## config.mk

```make
export PLATFORM = sky130hd
export DESIGN_NAME = alu_op_sequencer_flat
export DESIGN_NICKNAME = d
export VERILOG_FILES = /design/src/rtl/alu_pkg.sv /design/src/rtl/alu_op_sequencer_if.sv /design/src/rtl/alu_op_decode.sv /design/src/rtl/alu_op_sequencer.sv /design/src/flat_wrapper.sv
export SDC_FILE = /design/constraint.sdc
export NUM_CORES = 1
export LEC_CHECK = 0
export ABC_AREA = 1
export CORE_MARGIN = 5
export CORE_UTILIZATION = 39
export DETAILED_ROUTE_END_ITERATION = 10
export PLACE_DENSITY = 0.69
export SKIP_LAST_GASP = 1
export SYNTH_ARGS = -nofsm -noshare
export SYNTH_HDL_FRONTEND = slang
export SYNTH_SLANG_ARGS = --single-unit
```

## constraint.sdc

```tcl
create_clock -name clk -period 1.65 [get_ports clk]
set_clock_uncertainty 0.05 [all_clocks]
set_input_delay 0.4125 -clock clk [delete_from_list [all_inputs] [get_ports clk]]
set_output_delay 0.4125 -clock clk [all_outputs]
set_load 0.01 [all_outputs]
```

## src/rtl/alu_pkg.sv

```systemverilog
// Shared definitions for the accumulator ALU and its command sequencer:
// op codes, ALU selector encodings and the sequencer FSM states.
package alu_pkg;

  // Command op codes as carried on cmd_op.
  typedef enum logic [2:0] {
    OP_AND  = 3'd0,
    OP_OR   = 3'd1,
    OP_NOT  = 3'd2,
    OP_XOR  = 3'd3,
    OP_ADD  = 3'd4,
    OP_SUB  = 3'd5,
    OP_MULT = 3'd6,
    OP_CLR  = 3'd7
  } op_t;

  // ALU in_selector encodings: bit2 persist, bit1 load, bit0 reset.
  typedef enum logic [2:0] {
    SEL_RESET   = 3'b001,
    SEL_LOAD    = 3'b010,
    SEL_PERSIST = 3'b100
  } in_sel_t;

  // ALU out_selector one-hot encodings.
  typedef enum logic [6:0] {
    OSEL_MULT = 7'b0000001,
    OSEL_SUB  = 7'b0000010,
    OSEL_ADD  = 7'b0000100,
    OSEL_XOR  = 7'b0001000,
    OSEL_NOT  = 7'b0010000,
    OSEL_OR   = 7'b0100000,
    OSEL_AND  = 7'b1000000
  } out_sel_t;

  // Sequencer FSM states (3-bit, separate from the ALU's own state codes).
  typedef enum logic [2:0] {
    S_IDLE  = 3'd0,
    S_ISSUE = 3'd1,
    S_WAIT  = 3'd2,
    S_RESP  = 3'd3,
    S_ERR   = 3'd4
  } sq_state_t;

endpackage

```

## src/rtl/alu_op_sequencer_if.sv

```systemverilog
// Command/response bus between a command source and the ALU op sequencer.
//
// Handshake semantics (both channels): a transfer happens on a rising clock
// edge where valid && ready are both high. The sender holds valid and its
// payload stable until that edge; ready may depend on state but never on
// valid. err_clr is a level sampled on the clock edge.
interface alu_op_sequencer_if;
  logic       cmd_valid;
  logic       cmd_ready;
  logic [2:0] cmd_op;
  logic       cmd_load;
  logic [7:0] cmd_a;
  logic [7:0] cmd_b;
  logic       rsp_valid;
  logic       rsp_ready;
  logic [7:0] rsp_data;
  logic       rsp_err;
  logic       err_clr;

  // Command source side.
  modport master (
    output cmd_valid, cmd_op, cmd_load, cmd_a, cmd_b, rsp_ready, err_clr,
    input  cmd_ready, rsp_valid, rsp_data, rsp_err
  );

  // Sequencer side.
  modport slave (
    input  cmd_valid, cmd_op, cmd_load, cmd_a, cmd_b, rsp_ready, err_clr,
    output cmd_ready, rsp_valid, rsp_data, rsp_err
  );
endinterface

```

## src/rtl/alu_op_decode.sv

```systemverilog
// Maps a command op code onto the ALU out_selector one-hot and in_selector.
// CLR resets the ALU instead of loading operands.
module alu_op_decode
  import alu_pkg::*;
(
  input  logic [2:0] op_i,
  output logic [6:0] out_sel_o,
  output logic [2:0] in_sel_o
);

  // Combinational op decode; defaults first so no latch is inferred.
  always_comb begin
    out_sel_o = OSEL_ADD;
    in_sel_o  = SEL_LOAD;
    case (op_i)
      OP_AND:  out_sel_o = OSEL_AND;
      OP_OR:   out_sel_o = OSEL_OR;
      OP_NOT:  out_sel_o = OSEL_NOT;
      OP_XOR:  out_sel_o = OSEL_XOR;
      OP_ADD:  out_sel_o = OSEL_ADD;
      OP_SUB:  out_sel_o = OSEL_SUB;
      OP_MULT: out_sel_o = OSEL_MULT;
      OP_CLR: begin
        out_sel_o = OSEL_ADD;
        in_sel_o  = SEL_RESET;
      end
    endcase
  end

endmodule

```

## src/rtl/alu_op_sequencer.sv

```systemverilog
// Command-side master for the 8-bit accumulator ALU. Accepts one command at
// a time, drives registered ALU operands/selectors, samples the result
// RESULT_LAT cycles after the ALU captures its operands and returns it over
// the response channel. Keeps a chaining accumulator and the overflow state.
module alu_op_sequencer
  import alu_pkg::*;
#(
  parameter int RESULT_LAT = 1,    // 1..7
  parameter bit OVF_STICKY = 1'b1
) (
  input  logic                clk,
  input  logic                rst,
  alu_op_sequencer_if.slave   bus,
  output logic [7:0]          alu_num1,
  output logic [7:0]          alu_num2,
  output logic [2:0]          alu_in_selector,
  output logic [6:0]          alu_out_selector,
  input  logic [7:0]          alu_result,
  input  logic                alu_overflow,
  output logic [2:0]          sq_state
);

  localparam logic [2:0] LAT_LAST = 3'(RESULT_LAT - 1);

  sq_state_t  state_q, state_d;
  logic [2:0] op_q, op_d;
  logic [2:0] cnt_q, cnt_d;
  logic [7:0] acc_q, acc_d;
  logic       err_q, err_d;
  logic [7:0] rsp_data_q, rsp_data_d;
  logic       rsp_err_q, rsp_err_d;
  logic [7:0] num1_q, num1_d;
  logic [7:0] num2_q, num2_d;
  logic [2:0] in_sel_q, in_sel_d;
  logic [6:0] out_sel_q, out_sel_d;

  logic [6:0] dec_out_sel;
  logic [2:0] dec_in_sel;
  logic       cmd_accept;
  logic       smp_ovf;

  alu_op_decode u_decode (
    .op_i      (bus.cmd_op),
    .out_sel_o (dec_out_sel),
    .in_sel_o  (dec_in_sel)
  );

  // Ready only in IDLE, never during reset, and not while a sticky error is held.
  assign bus.cmd_ready = rst && (state_q == S_IDLE) && !(err_q && OVF_STICKY);
  assign cmd_accept    = bus.cmd_valid && bus.cmd_ready;
  assign smp_ovf       = alu_overflow && (op_q == OP_MULT);

  assign bus.rsp_valid = (state_q == S_RESP);
  assign bus.rsp_data  = rsp_data_q;
  assign bus.rsp_err   = rsp_err_q;

  assign alu_num1         = num1_q;
  assign alu_num2         = num2_q;
  assign alu_in_selector  = in_sel_q;
  assign alu_out_selector = out_sel_q;
  assign sq_state         = state_q;

  // Next-state and datapath updates; everything holds unless a state acts.
  always_comb begin
    state_d    = state_q;
    op_d       = op_q;
    cnt_d      = cnt_q;
    acc_d      = acc_q;
    err_d      = err_q;
    rsp_data_d = rsp_data_q;
    rsp_err_d  = rsp_err_q;
    num1_d     = num1_q;
    num2_d     = num2_q;
    in_sel_d   = in_sel_q;
    out_sel_d  = out_sel_q;
    case (state_q)
      S_IDLE: begin
        // ALU inputs are registered on the accept edge so they are live
        // during ISSUE and captured by the ALU at the end of it.
        if (cmd_accept) begin
          op_d      = bus.cmd_op;
          num1_d    = bus.cmd_load ? bus.cmd_a : acc_q;
          num2_d    = bus.cmd_b;
          in_sel_d  = dec_in_sel;
          out_sel_d = dec_out_sel;
          state_d   = S_ISSUE;
        end
      end
      S_ISSUE: begin
        cnt_d   = '0;
        state_d = S_WAIT;
      end
      S_WAIT: begin
        if (cnt_q == LAT_LAST) begin
          rsp_err_d  = smp_ovf;
          rsp_data_d = (op_q == OP_CLR) ? 8'h00 : alu_result;
          if (op_q == OP_CLR) begin
            acc_d = 8'h00;
          end else if (!smp_ovf) begin
            acc_d = alu_result;
          end
          state_d = S_RESP;
        end else begin
          cnt_d = cnt_q + 3'd1;
        end
      end
      S_RESP: begin
        // An err_clr arriving with the handshake cancels the sticky error.
        if (bus.rsp_ready) begin
          if (rsp_err_q && OVF_STICKY && !bus.err_clr) begin
            err_d   = 1'b1;
            state_d = S_ERR;
          end else begin
            err_d   = 1'b0;
            state_d = S_IDLE;
          end
        end
      end
      S_ERR: begin
        if (bus.err_clr) begin
          err_d   = 1'b0;
          state_d = S_IDLE;
        end
      end
      default: state_d = S_IDLE;
    endcase
  end

  // State and datapath registers with asynchronous active-low reset.
  always_ff @(posedge clk or negedge rst) begin
    if (!rst) begin
      state_q    <= S_IDLE;
      op_q       <= '0;
      cnt_q      <= '0;
      acc_q      <= '0;
      err_q      <= 1'b0;
      rsp_data_q <= '0;
      rsp_err_q  <= 1'b0;
      num1_q     <= '0;
      num2_q     <= '0;
      in_sel_q   <= SEL_RESET;
      out_sel_q  <= OSEL_ADD;
    end else begin
      state_q    <= state_d;
      op_q       <= op_d;
      cnt_q      <= cnt_d;
      acc_q      <= acc_d;
      err_q      <= err_d;
      rsp_data_q <= rsp_data_d;
      rsp_err_q  <= rsp_err_d;
      num1_q     <= num1_d;
      num2_q     <= num2_d;
      in_sel_q   <= in_sel_d;
      out_sel_q  <= out_sel_d;
    end
  end

endmodule

```

## src/flat_wrapper.sv

```systemverilog
// flat-port wrapper written by rule: the top's interface ports become plain ports
module alu_op_sequencer_flat import alu_pkg::*;
#(
  parameter int RESULT_LAT = 1,           
  parameter bit OVF_STICKY = 1'b1
)
  (clk, rst, alu_num1, alu_num2, alu_in_selector, alu_out_selector, alu_result, alu_overflow, sq_state, bus_cmd_valid, bus_cmd_op, bus_cmd_load, bus_cmd_a, bus_cmd_b, bus_rsp_ready, bus_err_clr, bus_cmd_ready, bus_rsp_valid, bus_rsp_data, bus_rsp_err);
  alu_op_sequencer_if bus_i ();
  input  logic clk;
  input  logic rst;
  output logic [7:0] alu_num1;
  output logic [7:0] alu_num2;
  output logic [2:0] alu_in_selector;
  output logic [6:0] alu_out_selector;
  input  logic [7:0] alu_result;
  input  logic alu_overflow;
  output logic [2:0] sq_state;
  input wire logic [$bits(bus_i.cmd_valid)-1:0] bus_cmd_valid;
  input wire logic [$bits(bus_i.cmd_op)-1:0] bus_cmd_op;
  input wire logic [$bits(bus_i.cmd_load)-1:0] bus_cmd_load;
  input wire logic [$bits(bus_i.cmd_a)-1:0] bus_cmd_a;
  input wire logic [$bits(bus_i.cmd_b)-1:0] bus_cmd_b;
  input wire logic [$bits(bus_i.rsp_ready)-1:0] bus_rsp_ready;
  input wire logic [$bits(bus_i.err_clr)-1:0] bus_err_clr;
  output wire logic [$bits(bus_i.cmd_ready)-1:0] bus_cmd_ready;
  output wire logic [$bits(bus_i.rsp_valid)-1:0] bus_rsp_valid;
  output wire logic [$bits(bus_i.rsp_data)-1:0] bus_rsp_data;
  output wire logic [$bits(bus_i.rsp_err)-1:0] bus_rsp_err;
  assign bus_i.cmd_valid = bus_cmd_valid;
  assign bus_i.cmd_op = bus_cmd_op;
  assign bus_i.cmd_load = bus_cmd_load;
  assign bus_i.cmd_a = bus_cmd_a;
  assign bus_i.cmd_b = bus_cmd_b;
  assign bus_i.rsp_ready = bus_rsp_ready;
  assign bus_i.err_clr = bus_err_clr;
  assign bus_cmd_ready = bus_i.cmd_ready;
  assign bus_rsp_valid = bus_i.rsp_valid;
  assign bus_rsp_data = bus_i.rsp_data;
  assign bus_rsp_err = bus_i.rsp_err;
  alu_op_sequencer #(.RESULT_LAT(RESULT_LAT), .OVF_STICKY(OVF_STICKY)) u_core (.clk(clk), .rst(rst), .bus(bus_i), .alu_num1(alu_num1), .alu_num2(alu_num2), .alu_in_selector(alu_in_selector), .alu_out_selector(alu_out_selector), .alu_result(alu_result), .alu_overflow(alu_overflow), .sq_state(sq_state));
endmodule
```

# == Yosys cells after proc, flatten, opt, wreduce, memory -nomap -nowiden ==
# Index checks and enable logic that the tools add are counted.
# word_totals
register_bits,53
output_inout_bits,40
# classes
n_reduce_logical,19
mux,18
eq_ne,19
addsub,1
# op_table
op,count
$pmux W7 S7,1
$mux W8,4
$eq A3 B3 Y1 const B,7
$mux W3,6
$pmux W3 S5,1
$eq A3 B2 Y1 const B,4
$logic_not A3 Y1,3
$ne A2 B2 Y1 const B,4
$eq A3 B1 Y1 const B,2
$pmux W3 S2,1
$reduce_and A2 Y1,3
$reduce_and A3 Y1,2
$logic_and A1 B1 Y1,5
$ne A2 B1 Y1 const B,2
$reduce_and A4 Y1,1
$reduce_bool A2 Y1,2
$add A3 B1 Y3 const B,1
$mux W1,3
$logic_not A1 Y1,2
$mux W2,1
$pmux W1 S2,1
$reduce_or A2 Y1,1

# == Depth between registers and ports, before layout ==
# logic_depth
ltp_word,6
depth_mapped,10
mapped_depth_nobuf,9

# == By module ==
# From an unflattened synthesis, not the netlist that was laid out.
# unflattened
hier_cells,283
area_unflattened_um2,2423.6
# by_module_without_submodules
module,seq_area_each_um2,n_inst,area_each_um2,cells_each
alu_op_sequencer,1328.8,1,2341.0,264
alu_op_decode,0.0,1,82.6,19

# == Worst setup path after synthesis ==
# No wires, ideal clock.
# synth_timing
path_kind,register -> output
from,register u_core.state_q[2] (netlist: u_core.sq_state[2])
to,output bus_cmd_ready
required_ps,1187
stages_incl_launch_ff,5
path_buffers,1
t_arrival_ps,1048
setup_slack_ps,140
path_cell_list,dfrtp_1 > nor2_4 > nand2_1 > nor2_2 > buf_2
# synth_via
elab_chain_cells,3
# synth_lines
element,line_no,text
"start, declared",alu_op_sequencer.sv:25,"sq_state_t state_q, state_d;"
"start signal, assigned",alu_op_sequencer.sv:144,state_q <= state_d;
$logic_not A3 Y1,alu_op_sequencer.sv:49,assign bus.cmd_ready = rst && (state_q == S_IDLE) && !(err_q && OVF_STICKY);
$logic_and A1 B1 Y1 (2 in series),alu_op_sequencer.sv:49,
"end, declared",flat_wrapper.sv:25,output wire logic [$bits(bus_i.cmd_ready)-1:0] bus_cmd_ready;
# Every way passes these cells.

# == Final worst setup path ==
# layout_timing
from,register u_core.state_q[1] (netlist: u_core.sq_state[1])
to,output sq_state[1]
# layout_lines
element,line_no,text
"end, declared",flat_wrapper.sv:17,output logic [2:0] sq_state;
# No word-level cell between the ends.

==> impl_metrics.yaml <==
synth:
  synth.net_count: 284
  synth_cells: 248
  synth_area_um2: 2310
  ys_types: 28
  yosysTopAreaCell: "dfrtp_1"
  synth-seq-area-share: 0.565
  synth_top_cell_area_share: 0.542
  synthTopCellsByArea: "dfrtp_1 (54%), nand2_1 (12%), nand3_1 (4.3%)"
  syn_avg_cell_area_um2: 9.30
  yosysWarnings: 0
  synth_seq_cells: 52
floorplanning:
  std_cell_rows: 28
  initial_core_util: 0.394
  core-area_um2: 5850
  die_w_um: 86.9
  boundaryPins: 74
  die-area_um2: 7550
  die_h_um: 86.9
worst_setup_path:
  end_kind: "output port"
  cp_top_family: "buffers and inverters"
  crit_type: "reg -> out"
  crit_slowest_cell: "dfrtp_1"
  cp_max_fo: 4
  cp.required_ps: 1190
  crit_chain: "buf_4 > dlygate4sd2_1"
  slowest_delay_ps: 410
  path_buf_inv: 2
  start_kind: "flip-flop"
  worst_ep_arrival_time_ps: 1140
status:
  outcome: "complete, no violations"
finish:
  final_cells: 411
  syn_to_final_growth_pct: 43.0
  nets: 371
  drive_gt1_frac: 0.152
  n_antenna_cell: 0
grt:
  track_usage: 0.150
  grt_pass1_wl_um: 8960
  grt_util_met2: 0.242
  grt_pass1_vias: 1883
  antenna_found_initial: 0
  busiest_layer: "met2"
  grt_max_degree: 53
  met3_usage: 0.0303
  grtUsageMet1: 0.202
  overflow: 0
drt:
  drc: 0
  firstDrtPassIters: 4
  routed_wirelength_um: 5200
  routed_via_density: 4.69
  routedWlPerCell_um: 12.6
  drt_iter0_drc: 91
  ant_nets: 0
  via_count: 1926
pwr:
  p_per_area_nw_per_um2: 1650
  p_total_mw: 5.45
  p_leak_nw: 1.69
  max-vdd-ir-drop_uv: 849
placement:
  gp_congestion: 0.780
  port_buffers: 72
  dp_cells: 400
  hpwl_um: 3900
cts:
  cts_num_sinks: 52
  clk_pin_slew_ps: 90
  root_buffer: "clkbuf_8"
  ctsHoldBuffers: 0
  clkLatencyLatePin_ps: 300
  cts_made_buffers: 5
  cts_buffer_depth: 2
  tritoncts: "built"
  htreeDepth: 2
sta:
  holdWs_ps: 229
  hold_violations: 0
  slew_viol_final: 0
  rsz0062_at_grt: "yes"
  post-route-period-util: 0.972
  fin_crit_ps: 1600
  worst_slew_pin_slew_ps: 648
  finalSetupViolations: 0
  fmax_mhz: 624
  relSlewSlack: 0.568
worst_hold_path:
  hold_class: "in -> async"
flow_run:
  drv_cap: 0
[registers in the layout, indices dropped and copies added (netlist names), 3 cells and up]
name,count
u_core.alu_out_selector,7
u_core.sq_state,3
u_core.cnt_q,3
u_core.alu_num2,8
u_core.acc_q,8
u_core.bus.rsp_data,8
u_core.alu_num1,8
u_core.op_q,3
[area by class of cell]
cell class | instances | area (um2)
clock buffers | 6 | 72.6
clock inverters | 2 | 35.0
fillers | 533 | 2550
inverters | 15 | 56.3
multi-input cells | 171 | 901
flip-flops and latches | 52 | 1300
well taps | 75 | 93.8
repair buffers | 90 | 837
[per-layer routing]
layer	up-vias	wire (um)
li1	982	-
met1	884	2270
met2	55	2540
met3	5	322
met4	0	70
met5	-	0
[logic make-up (layout without fill, tap and decap cells)]
| logic type | after synthesis | in the layout | share of synthesized area |
|---|---|---|---|
| other | 1 | 1 | 0.00163 |
| buffers and inverters | 25 | 113 | 0.0553 |
| adders and majority gates | 2 | 2 | 0.0108 |
| AOI/OAI and AO/OA | 42 | 42 | 0.111 |
| and+or+nand+nor | 118 | 118 | 0.221 |
| DFF | 52 | 52 | 0.565 |
| muxes | 8 | 8 | 0.0347 |
[report_power, final]
part	total, mW	switching [mW]	internal [mW]
sequential	2.15	0.305	1.84
clock	0.838	0.388	0.450
combinational	2.47	1.27	1.19
total	5.45	1.97	3.49
[cells in the final DEF, fill, tap and decap left out, types with 4 or more instances in the layout]
master,n
buf_6,4
o21ai_2,8
o21ai_1,18
nand3_1,20
a21oi_1,9
mux2i_1,8
clkbuf_8,5
dlygate4sd2_1,35
o21ai_0,4
buf_4,14
inv_1,14
clkdlybuf4s50_1,32
nor2_1,12
dfrtp_1,50
nand2_1,74
[timing repair]
item / CTS / global route
resized for setup: 46 / 15
pin swaps: 0 / 2
buffers inserted: 2 / 1
endpoints found under the setup margin: 39 / 21
[metrics by stage]
stage          setup TNS [ps]  cell area (um2)  utilization  setup WS, ps
6_report                    0             3300        0.564          46.7
2_1_floorplan               0             2310            -           140
3_5_place_dp             -151             3180        0.544          -104
4_1_cts                  -132             3250        0.556          -132
3_3_place_gp             -159             3180        0.544          -106
5_1_grt                 -28.7             3300        0.564         -28.3
[cell usage after synthesis]
cell / number
o21a_1: 1
nor2_2: 1
nand4_1: 1
buf_4: 2
dfstp_2: 2
clkbuf_1: 1
o21ai_4: 1
ha_1: 2
nor3_1: 1
a21oi_1: 9
nor2_1: 14
mux2i_1: 8
o21bai_1: 1
o21ai_0: 4
nand2_2: 2
nand3_1: 20
nor2_8: 1
buf_6: 3
o21ai_1: 18
inv_1: 15
buf_2: 3
nand2_4: 1
nand2_1: 76
conb_1: 1
dfrtp_1: 50
buf_1: 1
nor2_4: 1
o21ai_2: 8
[worst register-to-register path, delay by kind of cell, from the launching register on]
family | cells | cell delay [ps]
flops | 1 | 400
buf+inv | 4 | 370
simple gates | 3 | 320
fa+ha+maj | 1 | 140
compound gates | 2 | 130
[worst paths after layout]
| path | endpoint | depth (start not counted) | slack, ps | startpoint |
|---|---|---|---|---|
| worst max-delay path | sq_state[1] | 2 | 50 | u_core.sq_state[1] |
| worst min-delay path | u_core.alu_out_selector[1] | 2 | 230 | rst |
| worst max register to register | u_core.acc_q[0] | 10 | 150 | u_core.cnt_q[0] |
| worst min register to register | u_core.alu_num2[3] | 2 | 420 | u_core.alu_num2[3] |
| max in group asynchronous | u_core.alu_in_selector[1] | 2 | 870 | rst |
| min in group clk | u_core.alu_num2[3] | 2 | 420 | u_core.alu_num2[3] |
Power figures use the tool's default switching activity.
